<file path="src/rtl/mult_pkg.sv">
// Types and widths shared by the sequential multiplier and its product serializer.
package mult_pkg;

    localparam int BW = 32;
    localparam int PW = 2 * BW;

    // 2'd3 is unused and recovers to S_IDLE.
    typedef enum logic [1:0] {
        S_IDLE = 2'd0,
        S_LO   = 2'd1,
        S_HI   = 2'd2
    } ser_state_t;

endpackage

</file>
<file path="src/rtl/product_serializer_if.sv">
// Product-in / beat-out handshake bundle of the product serializer.
interface product_serializer_if #(
    parameter int BW = 32
);
    logic              i_prod_valid;
    logic [2*BW-1:0]   i_product;
    logic              o_prod_ready;
    logic              o_beat_valid;
    logic [BW-1:0]     o_beat_data;
    logic              o_beat_last;
    logic              i_beat_ready;

    modport slave (
        input  i_prod_valid,
        input  i_product,
        input  i_beat_ready,
        output o_prod_ready,
        output o_beat_valid,
        output o_beat_data,
        output o_beat_last
    );

    modport master (
        output i_prod_valid,
        output i_product,
        output i_beat_ready,
        input  o_prod_ready,
        input  o_beat_valid,
        input  o_beat_data,
        input  o_beat_last
    );
endinterface

</file>
<file path="src/rtl/prod_fifo.sv">
// Single-clock product FIFO; full/empty come from the occupancy count, not pointer compare.
module prod_fifo #(
    parameter int DEPTH = 4,
    parameter int WIDTH = mult_pkg::PW
) (
    input  logic                         i_clk,
    input  logic                         i_rst,
    input  logic                         i_push,
    input  logic [WIDTH-1:0]             i_data,
    input  logic                         i_pop,
    output logic [WIDTH-1:0]             o_head,
    output logic [WIDTH-1:0]             o_head_next,
    output logic [$clog2(DEPTH+1)-1:0]   o_count,
    output logic                         o_full,
    output logic                         o_empty
);
    localparam int AW = $clog2(DEPTH);
    localparam int CW = $clog2(DEPTH+1);

    logic [WIDTH-1:0] r_mem [DEPTH];
    logic [AW-1:0]    r_wr_ptr;
    logic [AW-1:0]    r_rd_ptr;
    logic [CW-1:0]    r_count;
    logic [AW-1:0]    w_rd_ptr_next;
    logic             w_push;
    logic             w_pop;

    assign o_full        = (r_count == CW'(DEPTH));
    assign o_empty       = (r_count == '0);
    assign w_push        = i_push & ~o_full;
    assign w_pop         = i_pop & ~o_empty;
    assign w_rd_ptr_next = r_rd_ptr + AW'(1);

    assign o_head      = r_mem[r_rd_ptr];
    assign o_head_next = r_mem[w_rd_ptr_next];
    assign o_count     = r_count;

    // Storage carries no reset; validity is tracked solely by the count.
    always_ff @(posedge i_clk) begin
        if (w_push) begin
            r_mem[r_wr_ptr] <= i_data;
        end
    end

    always_ff @(posedge i_clk) begin
        if (i_rst) begin
            r_wr_ptr <= '0;
            r_rd_ptr <= '0;
            r_count  <= '0;
        end else begin
            if (w_push) begin
                r_wr_ptr <= r_wr_ptr + AW'(1);
            end
            if (w_pop) begin
                r_rd_ptr <= w_rd_ptr_next;
            end
            case ({w_push, w_pop})
                2'b10:   r_count <= r_count + CW'(1);
                2'b01:   r_count <= r_count - CW'(1);
                default: r_count <= r_count;
            endcase
        end
    end

endmodule

</file>
<file path="src/rtl/product_serializer.sv">
// Buffers 2*BW-bit products and streams each as a low beat then a high beat.
module product_serializer #(
    parameter int DEPTH = 4,
    parameter int BW    = mult_pkg::BW
) (
    input  logic                         i_clk,
    input  logic                         i_rst,
    product_serializer_if.slave          s_if,
    output logic                         o_overflow,
    output logic [$clog2(DEPTH+1)-1:0]   o_count
);
    import mult_pkg::*;

    localparam int LPW = 2 * BW;
    localparam int CW  = $clog2(DEPTH+1);

    ser_state_t       r_state;
    logic             r_beat_valid;
    logic             r_beat_last;
    logic [BW-1:0]    r_beat_data;
    logic             r_overflow;

    logic             w_push;
    logic             w_pop;
    logic             w_full;
    logic             w_empty;
    logic             w_more;
    logic             w_refill;
    logic [BW-1:0]    w_next_lo;
    logic [LPW-1:0]   w_head;
    logic [LPW-1:0]   w_head_next;
    logic [CW-1:0]    w_count;

    assign w_push = s_if.i_prod_valid & ~w_full;
    assign w_pop  = (r_state == S_HI) & s_if.i_beat_ready;

    // After popping the head, the next low word comes from the stored entry
    // behind it, or straight from a product landing on this same edge.
    assign w_more    = (w_count > CW'(1));
    assign w_refill  = w_more | w_push;
    assign w_next_lo = w_more ? w_head_next[BW-1:0] : s_if.i_product[BW-1:0];

    prod_fifo #(
        .DEPTH (DEPTH),
        .WIDTH (LPW)
    ) u_fifo (
        .i_clk       (i_clk),
        .i_rst       (i_rst),
        .i_push      (w_push),
        .i_data      (s_if.i_product),
        .i_pop       (w_pop),
        .o_head      (w_head),
        .o_head_next (w_head_next),
        .o_count     (w_count),
        .o_full      (w_full),
        .o_empty     (w_empty)
    );

    always_ff @(posedge i_clk) begin
        if (i_rst) begin
            r_state      <= S_IDLE;
            r_beat_valid <= 1'b0;
            r_beat_last  <= 1'b0;
            r_beat_data  <= '0;
            r_overflow   <= 1'b0;
        end else begin
            if (s_if.i_prod_valid && w_full) begin
                r_overflow <= 1'b1;
            end
            case (r_state)
                S_IDLE: begin
                    r_beat_valid <= 1'b0;
                    r_beat_last  <= 1'b0;
                    if (!w_empty) begin
                        r_state      <= S_LO;
                        r_beat_data  <= w_head[BW-1:0];
                        r_beat_valid <= 1'b1;
                    end
                end
                S_LO: begin
                    if (s_if.i_beat_ready) begin
                        r_state     <= S_HI;
                        r_beat_data <= w_head[LPW-1:BW];
                        r_beat_last <= 1'b1;
                    end
                end
                S_HI: begin
                    if (s_if.i_beat_ready) begin
                        if (w_refill) begin
                            r_state     <= S_LO;
                            r_beat_data <= w_next_lo;
                            r_beat_last <= 1'b0;
                        end else begin
                            r_state      <= S_IDLE;
                            r_beat_valid <= 1'b0;
                            r_beat_last  <= 1'b0;
                        end
                    end
                end
                default: begin
                    r_state      <= S_IDLE;
                    r_beat_valid <= 1'b0;
                    r_beat_last  <= 1'b0;
                end
            endcase
        end
    end

    assign s_if.o_prod_ready = ~w_full;
    assign s_if.o_beat_valid = r_beat_valid;
    assign s_if.o_beat_data  = r_beat_data;
    assign s_if.o_beat_last  = r_beat_last;
    assign o_overflow        = r_overflow;
    assign o_count           = w_count;

endmodule

</file>
<file path="src/flat_wrapper.sv">
// flat-port wrapper written by rule: the top's interface ports become plain ports
module product_serializer_flat import mult_pkg::*;
#(
    parameter int DEPTH = 4,
    parameter int BW    = mult_pkg::BW
)
  (i_clk, i_rst, o_overflow, o_count, s_if_i_prod_valid, s_if_i_product, s_if_i_beat_ready, s_if_o_prod_ready, s_if_o_beat_valid, s_if_o_beat_data, s_if_o_beat_last);
  product_serializer_if #(.BW(BW)) s_if_i ();
  input  logic i_clk;
  input  logic i_rst;
  output logic o_overflow;
  output logic [$clog2(DEPTH+1)-1:0] o_count;
  input wire logic [$bits(s_if_i.i_prod_valid)-1:0] s_if_i_prod_valid;
  input wire logic [$bits(s_if_i.i_product)-1:0] s_if_i_product;
  input wire logic [$bits(s_if_i.i_beat_ready)-1:0] s_if_i_beat_ready;
  output wire logic [$bits(s_if_i.o_prod_ready)-1:0] s_if_o_prod_ready;
  output wire logic [$bits(s_if_i.o_beat_valid)-1:0] s_if_o_beat_valid;
  output wire logic [$bits(s_if_i.o_beat_data)-1:0] s_if_o_beat_data;
  output wire logic [$bits(s_if_i.o_beat_last)-1:0] s_if_o_beat_last;
  assign s_if_i.i_prod_valid = s_if_i_prod_valid;
  assign s_if_i.i_product = s_if_i_product;
  assign s_if_i.i_beat_ready = s_if_i_beat_ready;
  assign s_if_o_prod_ready = s_if_i.o_prod_ready;
  assign s_if_o_beat_valid = s_if_i.o_beat_valid;
  assign s_if_o_beat_data = s_if_i.o_beat_data;
  assign s_if_o_beat_last = s_if_i.o_beat_last;
  product_serializer #(.DEPTH(DEPTH), .BW(BW)) u_core (.i_clk(i_clk), .i_rst(i_rst), .s_if(s_if_i), .o_overflow(o_overflow), .o_count(o_count));
endmodule
</file>
<file path="config.mk">
export PLATFORM = sky130hd
export DESIGN_NAME = product_serializer_flat
export DESIGN_NICKNAME = d
export VERILOG_FILES = /design/src/rtl/mult_pkg.sv /design/src/rtl/product_serializer_if.sv /design/src/rtl/prod_fifo.sv /design/src/rtl/product_serializer.sv /design/src/flat_wrapper.sv
export SDC_FILE = /design/constraint.sdc
export NUM_CORES = 1
export LEC_CHECK = 0
export ABC_CLOCK_PERIOD_IN_PS = 7700
export CORE_MARGIN = 5
export CORE_UTILIZATION = 45
export CTS_CLUSTER_DIAMETER = 50
export DETAILED_ROUTE_END_ITERATION = 10
export PLACE_DENSITY = 0.74
export SYNTH_ARGS = -nofsm -noshare
export SYNTH_HDL_FRONTEND = slang
export SYNTH_HIERARCHICAL = 1
export SYNTH_SLANG_ARGS = --single-unit
</file>
<file path="constraint.sdc">
create_clock -name i_clk -period 7.7 [get_ports i_clk]
set_input_delay 1.155 -clock i_clk [delete_from_list [all_inputs] [get_ports i_clk]]
set_output_delay 1.155 -clock i_clk [all_outputs]
set_load 0.03 [all_outputs]
</file>
---- Word-level counts from Yosys, hierarchy flattened ----
Memories as Yosys holds them, arrays and structs flattened. A register that Yosys moved wholly into a read port is not among the register bits.
Index checks and enable logic that the tools add are counted.
word-level totals
  input port bits ......................... 68
  latch bits .............................. 0
  bits in registers ....................... 44
  word-level logic and storage cells ...... 64
  bits in read-only memories .............. 0
  bits in writable memories ............... 256
  memories kept ........................... 1
memories
  name                 depth  bits a word  rd ports  clocked after memory_dff  write ports  line             source
  u_core.u_fifo.r_mem  4      64           2         1                         1            prod_fifo.sv:20  logic [WIDTH-1:0] r_mem [DEPTH];
cells by class
  reductions and logical operators ........ 9
  div/mod/pow operators ................... 0
  multipliers ............................. 0
  add/sub/neg operators ................... 4
  shift operators ......................... 0
  muxes and demuxes ....................... 23
  equality and inequality tests ........... 10
  $lt $le $gt $ge ......................... 1
  bitwise logic cells ..................... 8
operator list
  operator             count
  $mux 32              5
  $pmux 32 s3          1
  $mux 2               5
  $mux 1               8
  $ne 2x2->1 const B   4
  $pmux 2 s3           1
  $pmux 3 s2           1
  $reduce_and 3->1     2
  $reduce_and 5->1     1
  $add 2x1->2 const B  2
  $and 1x1->1          4
  $eq 2x1->1 const B   2
  $eq 2x2->1 const B   2
  $add 3x1->3 const B  1
  $eq 3x3->1 const B   1
  $gt 3x1->1 const B   1
  $logic_not 3->1      1
  $not 1->1            3
  $pmux 1 s3           1
  $reduce_bool 3->1    1
  $sub 3x1->3 const B  1
  $logic_not 2->1      1
  $ne 2x1->1 const B   1
  $pmux 1 s2           1
  4 further kinds      4

---- Longest topological paths before layout ----
Gate-level depths: netlist of the first run.
  depth in word-level cells ............... 7
  mapped depth ............................ 12
  gate-level depth less buffers ........... 12

---- Modules after synthesis ----
Netlist of the first run, hierarchy kept.
modules (own cells, without submodules)
  module              times used  area an instance (µm²)  sequential area each (µm²)  cells an instance
  prod_fifo           1           11213.3                 7867.5                      466
  product_serializer  1           2210.9                  740.7                       234

---- Worst setup path before layout of the first run ----
Ideal clock, no wire load.
  path kind ............................... input to register
  from .................................... input s_if_i_prod_valid
  to ...................................... memory u_core/u_fifo/r_mem[0][0] (netlist bit), enable pin
  data required time ...................... 7271 ps
  setup time .............................. 429 ps
  arrival time ............................ 3134 ps
  buffers on the path ..................... 0
  setup slack ............................. 4137 ps
  stages on the path ...................... 5
  cell sequence ........................... nand2b_1 -> inv_1 -> inv_1 -> nor2_1 -> and2_1
between the ends
  cells in the longest elaborated chain, start to end .. 4
RTL lines
  element                       line                      source
  start, declared               flat_wrapper.sv:13        input wire logic [$bits(s_if_i.i_prod_valid)-1:0] s_if_i_prod_valid;
  $and 1x1->1                   product_serializer.sv:34  assign w_push = s_if.i_prod_valid & ~w_full;
  via u_core.w_push             product_serializer.sv:23  logic w_push;
  $and 1x1->1                   prod_fifo.sv:30           assign w_push = i_push & ~o_full;
  $mux 1                        prod_fifo.sv:40           if (w_push) begin
  $mux 1 (not written as such)  prod_fifo.sv:41           r_mem[r_wr_ptr] <= i_data;
  end, declared                 prod_fifo.sv:20
The timed path passes the listed nets, and every way through them passes these cells.

---- Worst setup path after layout of the first run ----
  from .................................... register u_core.u_fifo.r_count[2] (netlist: u_core/u_fifo/o_count[2])
  to ...................................... output s_if_o_prod_ready
between the ends
  cells in the longest elaborated chain, start to end .. 2
RTL lines
  element                 line                       source
  start, declared         prod_fifo.sv:23            logic [CW-1:0] r_count;
  start signal, assigned  prod_fifo.sv:58            2'b10: r_count <= r_count + CW'(1);
  start signal, assigned  prod_fifo.sv:59            2'b01: r_count <= r_count - CW'(1);
  start signal, assigned  prod_fifo.sv:60            default: r_count <= r_count;
  $eq 3x3->1              prod_fifo.sv:28            assign o_full = (r_count == CW'(DEPTH));
  via u_core.w_full       product_serializer.sv:25   logic w_full;
  $not 1->1               product_serializer.sv:109  assign s_if.o_prod_ready = ~w_full;
  end, declared           flat_wrapper.sv:16         output wire logic [$bits(s_if_i.o_prod_ready)-1:0] s_if_o_prod_ready;
The timed path passes the listed nets, and every way through them passes these cells.

==> results.json, run 1 <==
{
  "grt_pass1_vias": 7021,
  "path_class": "reg2out",
  "initial_core_util": 0.456,
  "run_status": "finished, final reports clean",
  "multi_input_area_um2": 3740,
  "cts_tree": "done",
  "hold_class": "reg2reg",
  "avgViaCountPerCell": 5.95,
  "layout.cells.non_filler": 1164,
  "skew_ps": 15.4,
  "layout_common_cells": "edfxtp_1 (256), clkdlybuf4s50_1 (105), mux4_2 (96), a21oi_1 (43), dfxtp_1 (42)",
  "crit_family": "buffers and inverters",
  "drt_iter0_drc": 695,
  "hold_viol_final": 0,
  "setup_viol": 0,
  "drt_pass1_iterations": 7,
  "antenna_left": 0,
  "leakagePower_nw": 4.71,
  "drive_gt1_frac": 0.252,
  "numCtsBuffers": 34,
  "final.period_utilization": 0.437,
  "fin_tns_setup_ps": 0,
  "r2r_slack_ps": 4790,
  "vias": 6931,
  "worst_slew_pin_slew_ps": 1040,
  "maxSlewViolCount": 0,
  "ios": 107,
  "worstPathCellList": "nor3b_1 > inv_1 > clkdlybuf4s50_1",
  "grt_first_pass_wirelength_mm": 41.8,
  "cap_violations": 0,
  "cts_buffer_depth": 3,
  "die_y_um": 178,
  "syn_nets": 743,
  "die_w_um": 178,
  "cp_num_buf_inv": 2,
  "worst_ep_arrival_time_ps": 2210,
  "syn-instance-count": 664,
  "syn_avg_cell_area_um2": 19.1,
  "antenna_found_initial": 1,
  "cts_max_level": 2,
  "wl_per_cell_um": 23.5,
  "core-area_um2": 27800,
  "grt_max_degree": 65,
  "fmax_ghz": 0.297,
  "regArea_um2": 8620,
  "grt_setup_unrepaired": "false",
  "postCtsSetupBuffers": 0,
  "fin_nets": 841,
  "dp_hpwl_mm": 15.9,
  "slowest_delay_ps": 610,
  "finalWirelength_mm": 27.3,
  "netlist_area_um2": 12700,
  "clock_latency_ps": 510,
  "track_usage": 0.175,
  "crit_path_end_kind": "primary output",
  "postCtsHoldBufs": 0,
  "clk_pin_slew_worst_paths_ps": 60,
  "area_growth_pct": 19.1,
  "dieArea_um2": 31600,
  "required_ps": 6550,
  "num-fill-cells": 2153,
  "p_per_area_nw_per_um2": 297,
  "vdd_drop_max_v": 0.000153,
  "critPathSlowestCell": "clkdlybuf4s50_1",
  "place_inst": 1104,
  "root_buffer": "clkbuf_16",
  "num_rows": 61,
  "gp_congestion": 0.771,
  "drcViolationCount": 0,
  "startpoint_type": "flop",
  "cp_max_fo": 7,
  "n_antenna_cell": 0,
  "clock-sinks": 302,
  "grt_overflow": 0,
  "period_needed_ps": 3360,
  "yosys_warnings": 6,
  "io_buffers": 106,
  "layout_commonest_cell": "edfxtp_1",
  "slew_headroom": 0.303,
  "cts_resized": 0
}
flip-flops by register name, summed over array words and instances (netlist names), named ones only:
name,flops
u_core/o_overflow,1
u_core/r_state,2
u_core/s_if.o_beat_data,32
u_core/s_if.o_beat_last,1
u_core/s_if.o_beat_valid,1
u_core/u_fifo/o_count,3
u_core/u_fifo/r_mem,256
u_core/u_fifo/r_rd_ptr,2
u_core/u_fifo/r_wr_ptr,2
through the flow:
step	hold WS (ps)	setup slack (ps)	instance area [µm²]	utilization	total power (W)
6_report	472	4340	15100	0.544	0.00449
4_1_cts	480	4320	15100	0.544	0.00453
2_1_floorplan	482	4140	12700	-	0.00263
3_3_place_gp	455	4160	14000	0.504	0.00294
5_1_grt	503	4050	15100	0.544	0.00467
3_5_place_dp	465	4130	14000	0.504	0.00296
layout make-up:
class | instances | area share
sequential | 302 | 0.570
multi-input combinational | 294 | 0.248
timing repair buffer | 115 | 0.0744
clock buffer | 40 | 0.0592
tap | 378 | 0.0313
clock inverter | 20 | 0.0133
inverter | 15 | 0.00373
final timing paths:
path | startpoint | endpoint | depth (start not counted)
worst max-delay path | u_core/u_fifo/o_count[2]$_SDFFE_PP0P_ | s_if_o_prod_ready | 3
worst min-delay path | u_core/o_overflow$_SDFFE_PP0P_ | u_core/o_overflow$_SDFFE_PP0P_ | 2
worst max register to register | u_core/u_fifo/o_count[2]$_SDFFE_PP0P_ | u_core/u_fifo/o_count[2]$_SDFFE_PP0P_ | 12
worst min register to register | u_core/o_overflow$_SDFFE_PP0P_ | u_core/o_overflow$_SDFFE_PP0P_ | 2
power by group:
part	switching [W]	internal, W	total [W]
logic	0.000530	0.000387	0.000918
clock network	0.000625	0.000938	0.00156
registers	0.0000862	0.00192	0.00201
total	0.00124	0.00324	0.00449
tightest hold or removal path, stage by stage (launching register included):
cell and delay, ps:
dfxtp_1 330, a21oi_1 40, nor2_1 70
per-layer routing:
layer  wire, µm  global-route usage
met5         11                   0
met4        687              0.0532
met3       2130              0.0377
met2      13000               0.274
met1      11400               0.247
Note: power is estimated with default switching activity, not from simulation.
==> inputs of run 2 (changes only) <==
--- a/config.mk
+++ b/config.mk
@@ -5,7 +5,7 @@
 export SDC_FILE = /design/constraint.sdc
 export NUM_CORES = 1
 export LEC_CHECK = 0
-export ABC_CLOCK_PERIOD_IN_PS = 7700
+export ABC_CLOCK_PERIOD_IN_PS = 3300
 export CORE_MARGIN = 5
 export CORE_UTILIZATION = 45
 export CTS_CLUSTER_DIAMETER = 50
==> constraint.sdc (replaced) <==
create_clock -name i_clk -period 3.3 [get_ports i_clk]
set_input_delay 0.495 -clock i_clk [delete_from_list [all_inputs] [get_ports i_clk]]
set_output_delay 0.495 -clock i_clk [all_outputs]
set_load 0.03 [all_outputs]
==> results.json, run 2 (synthesis gave the netlist of run 1 again) <==
{
  "postCtsSetupBuffers": 0,
  "area_growth_pct": 22.0,
  "layout_commonest_cell": "edfxtp_1",
  "clock_latency_ps": 520,
  "clk_pin_slew_worst_paths_ps": 50,
  "antenna_left": 0,
  "cp_max_fo": 7,
  "numCtsBuffers": 35,
  "fin_tns_setup_ps": 0,
  "io_buffers": 106,
  "worst_slew_pin_slew_ps": 975,
  "r2r_slack_ps": 470,
  "finalWirelength_mm": 28.6,
  "postCtsHoldBufs": 0,
  "drcViolationCount": 0,
  "track_usage": 0.182,
  "required_ps": 3720,
  "layout_common_cells": "edfxtp_1 (256), clkdlybuf4s50_1 (105), mux4_2 (96), a21oi_1 (43), dfxtp_1 (42)",
  "maxSlewViolCount": 0,
  "drt_iter0_drc": 631,
  "num_rows": 61,
  "dp_hpwl_mm": 17.7,
  "antenna_found_initial": 1,
  "skew_ps": 18.4,
  "fin_nets": 860,
  "finalPower_w": 0.0107,
  "fmax_ghz": 0.353,
  "slew_headroom": 0.350,
  "cp-startpoint": "u_core/u_fifo/o_count[2]$_SDFFE_PP0P_",
  "initial_core_util": 0.456,
  "grt_pass1_vias": 7369,
  "top_register": "u_core/u_fifo/r_mem",
  "r2r_end": "u_core/u_fifo/o_count[2]$_SDFFE_PP0P_",
  "grt_first_pass_wirelength_mm": 43.5,
  "wl_per_cell_um": 24.1,
  "reg2reg_from": "u_core/u_fifo/o_count[2]$_SDFFE_PP0P_",
  "leakagePower_nw": 4.88,
  "die_w_um": 178,
  "crit_path_end_kind": "flop",
  "whs_ps": 471,
  "setup_viol": 0,
  "run_status": "finished, final reports clean",
  "critical_path.endpoint": "u_core/u_fifo/o_count[2]$_SDFFE_PP0P_",
  "drive_gt1_frac": 0.273,
  "gp_congestion": 0.728,
  "period_needed_ps": 2830,
  "grt_overflow": 0,
  "grt_max_degree": 47,
  "dieArea_um2": 31600,
  "grt_setup_unrepaired": "false",
  "hold_class": "reg2reg",
  "ios": 107,
  "regArea_um2": 8620,
  "largest_reg_flops": 256,
  "vdd_drop_max_v": 0.000386,
  "die_y_um": 178,
  "hold_viol_final": 0,
  "clock-sinks": 302,
  "cts_max_level": 2,
  "worst_ep_arrival_time_ps": 3250,
  "worst_r2r_path_depth": 13,
  "cap_violations": 0,
  "drt_pass1_iterations": 6,
  "core-area_um2": 27800,
  "multi_input_area_um2": 3740,
  "vias": 7071,
  "startpoint_type": "flop",
  "p_per_area_nw_per_um2": 695,
  "final.period_utilization": 0.859,
  "cts_buffer_depth": 3,
  "num-fill-cells": 2135,
  "path_class": "reg2reg",
  "root_buffer": "clkbuf_16",
  "cts_tree": "done",
  "avgViaCountPerCell": 5.96,
  "cts_resized": 0
}
-- run 2: worst max-delay path: stages (launching register included) --
cell	delay [ps]
dfxtp_1	470
nor3b_1	260
buf_4	180
nand2b_1	180
inv_1	70
inv_1	80
nor2_1	130
inv_1	90
ha_1	190
inv_1	60
fa_1	390
xor2_1	170
or3_1	320
a21oi_1	170
-- run 2: where the power goes --
| group | leakage (nW) | internal (W) | switching [W] | total (W) |
|---|---|---|---|---|
| clock network | 0.561 | 0.00230 | 0.00153 | 0.00383 |
| logic | 1.59 | 0.000969 | 0.00132 | 0.00228 |
| registers | 2.73 | 0.00447 | 0.000165 | 0.00464 |
-- run 2: layout make-up --
type                       instances  area share
antenna                            1    0.000162
clock buffer                      46      0.0612
clock inverter                    17      0.0142
inverter                          15     0.00364
multi-input combinational        294       0.242
sequential                       302       0.557
tap                              378      0.0306
timing repair buffer             133      0.0911
-- run 2: worst min path at each step --
stage | to | slack [ps] | start | cells after the start
floorplan | u_core/u_fifo/r_wr_ptr[1]$_SDFFE_PP0P_ | 480 | u_core/u_fifo/r_wr_ptr[1]$_SDFFE_PP0P_ | 2
global placement | u_core/o_overflow$_SDFFE_PP0P_ | 460 | u_core/o_overflow$_SDFFE_PP0P_ | 2
detailed placement | u_core/o_overflow$_SDFFE_PP0P_ | 460 | u_core/o_overflow$_SDFFE_PP0P_ | 2
CTS | u_core/o_overflow$_SDFFE_PP0P_ | 480 | u_core/o_overflow$_SDFFE_PP0P_ | 2
global route | u_core/s_if.o_beat_valid$_SDFFE_PP0P_ | 510 | u_core/s_if.o_beat_valid$_SDFFE_PP0P_ | 2
finish | u_core/o_overflow$_SDFFE_PP0P_ | 470 | u_core/o_overflow$_SDFFE_PP0P_ | 2
-- run 2: metal layers --
metal / GRT usage / share of wire
met5: 0 / 0
met4: 0.0574 / 0.022
met3: 0.0366 / 0.064
met2: 0.293 / 0.49
met1: 0.252 / 0.42
-- run 2: stage by stage --
stage / std cells / worst slack [ps] / cell area [µm²] / utilization
after global placement: 1122 / 512 / 14300 / 0.515
after global routing: 1186 / 402 / 15500 / 0.557
final: 1186 / 467 / 15500 / 0.557
after CTS: 1185 / 511 / 15500 / 0.557
after floorplan: 664 / 581 / 12700 / -
after detailed placement: 1122 / 432 / 14300 / 0.515
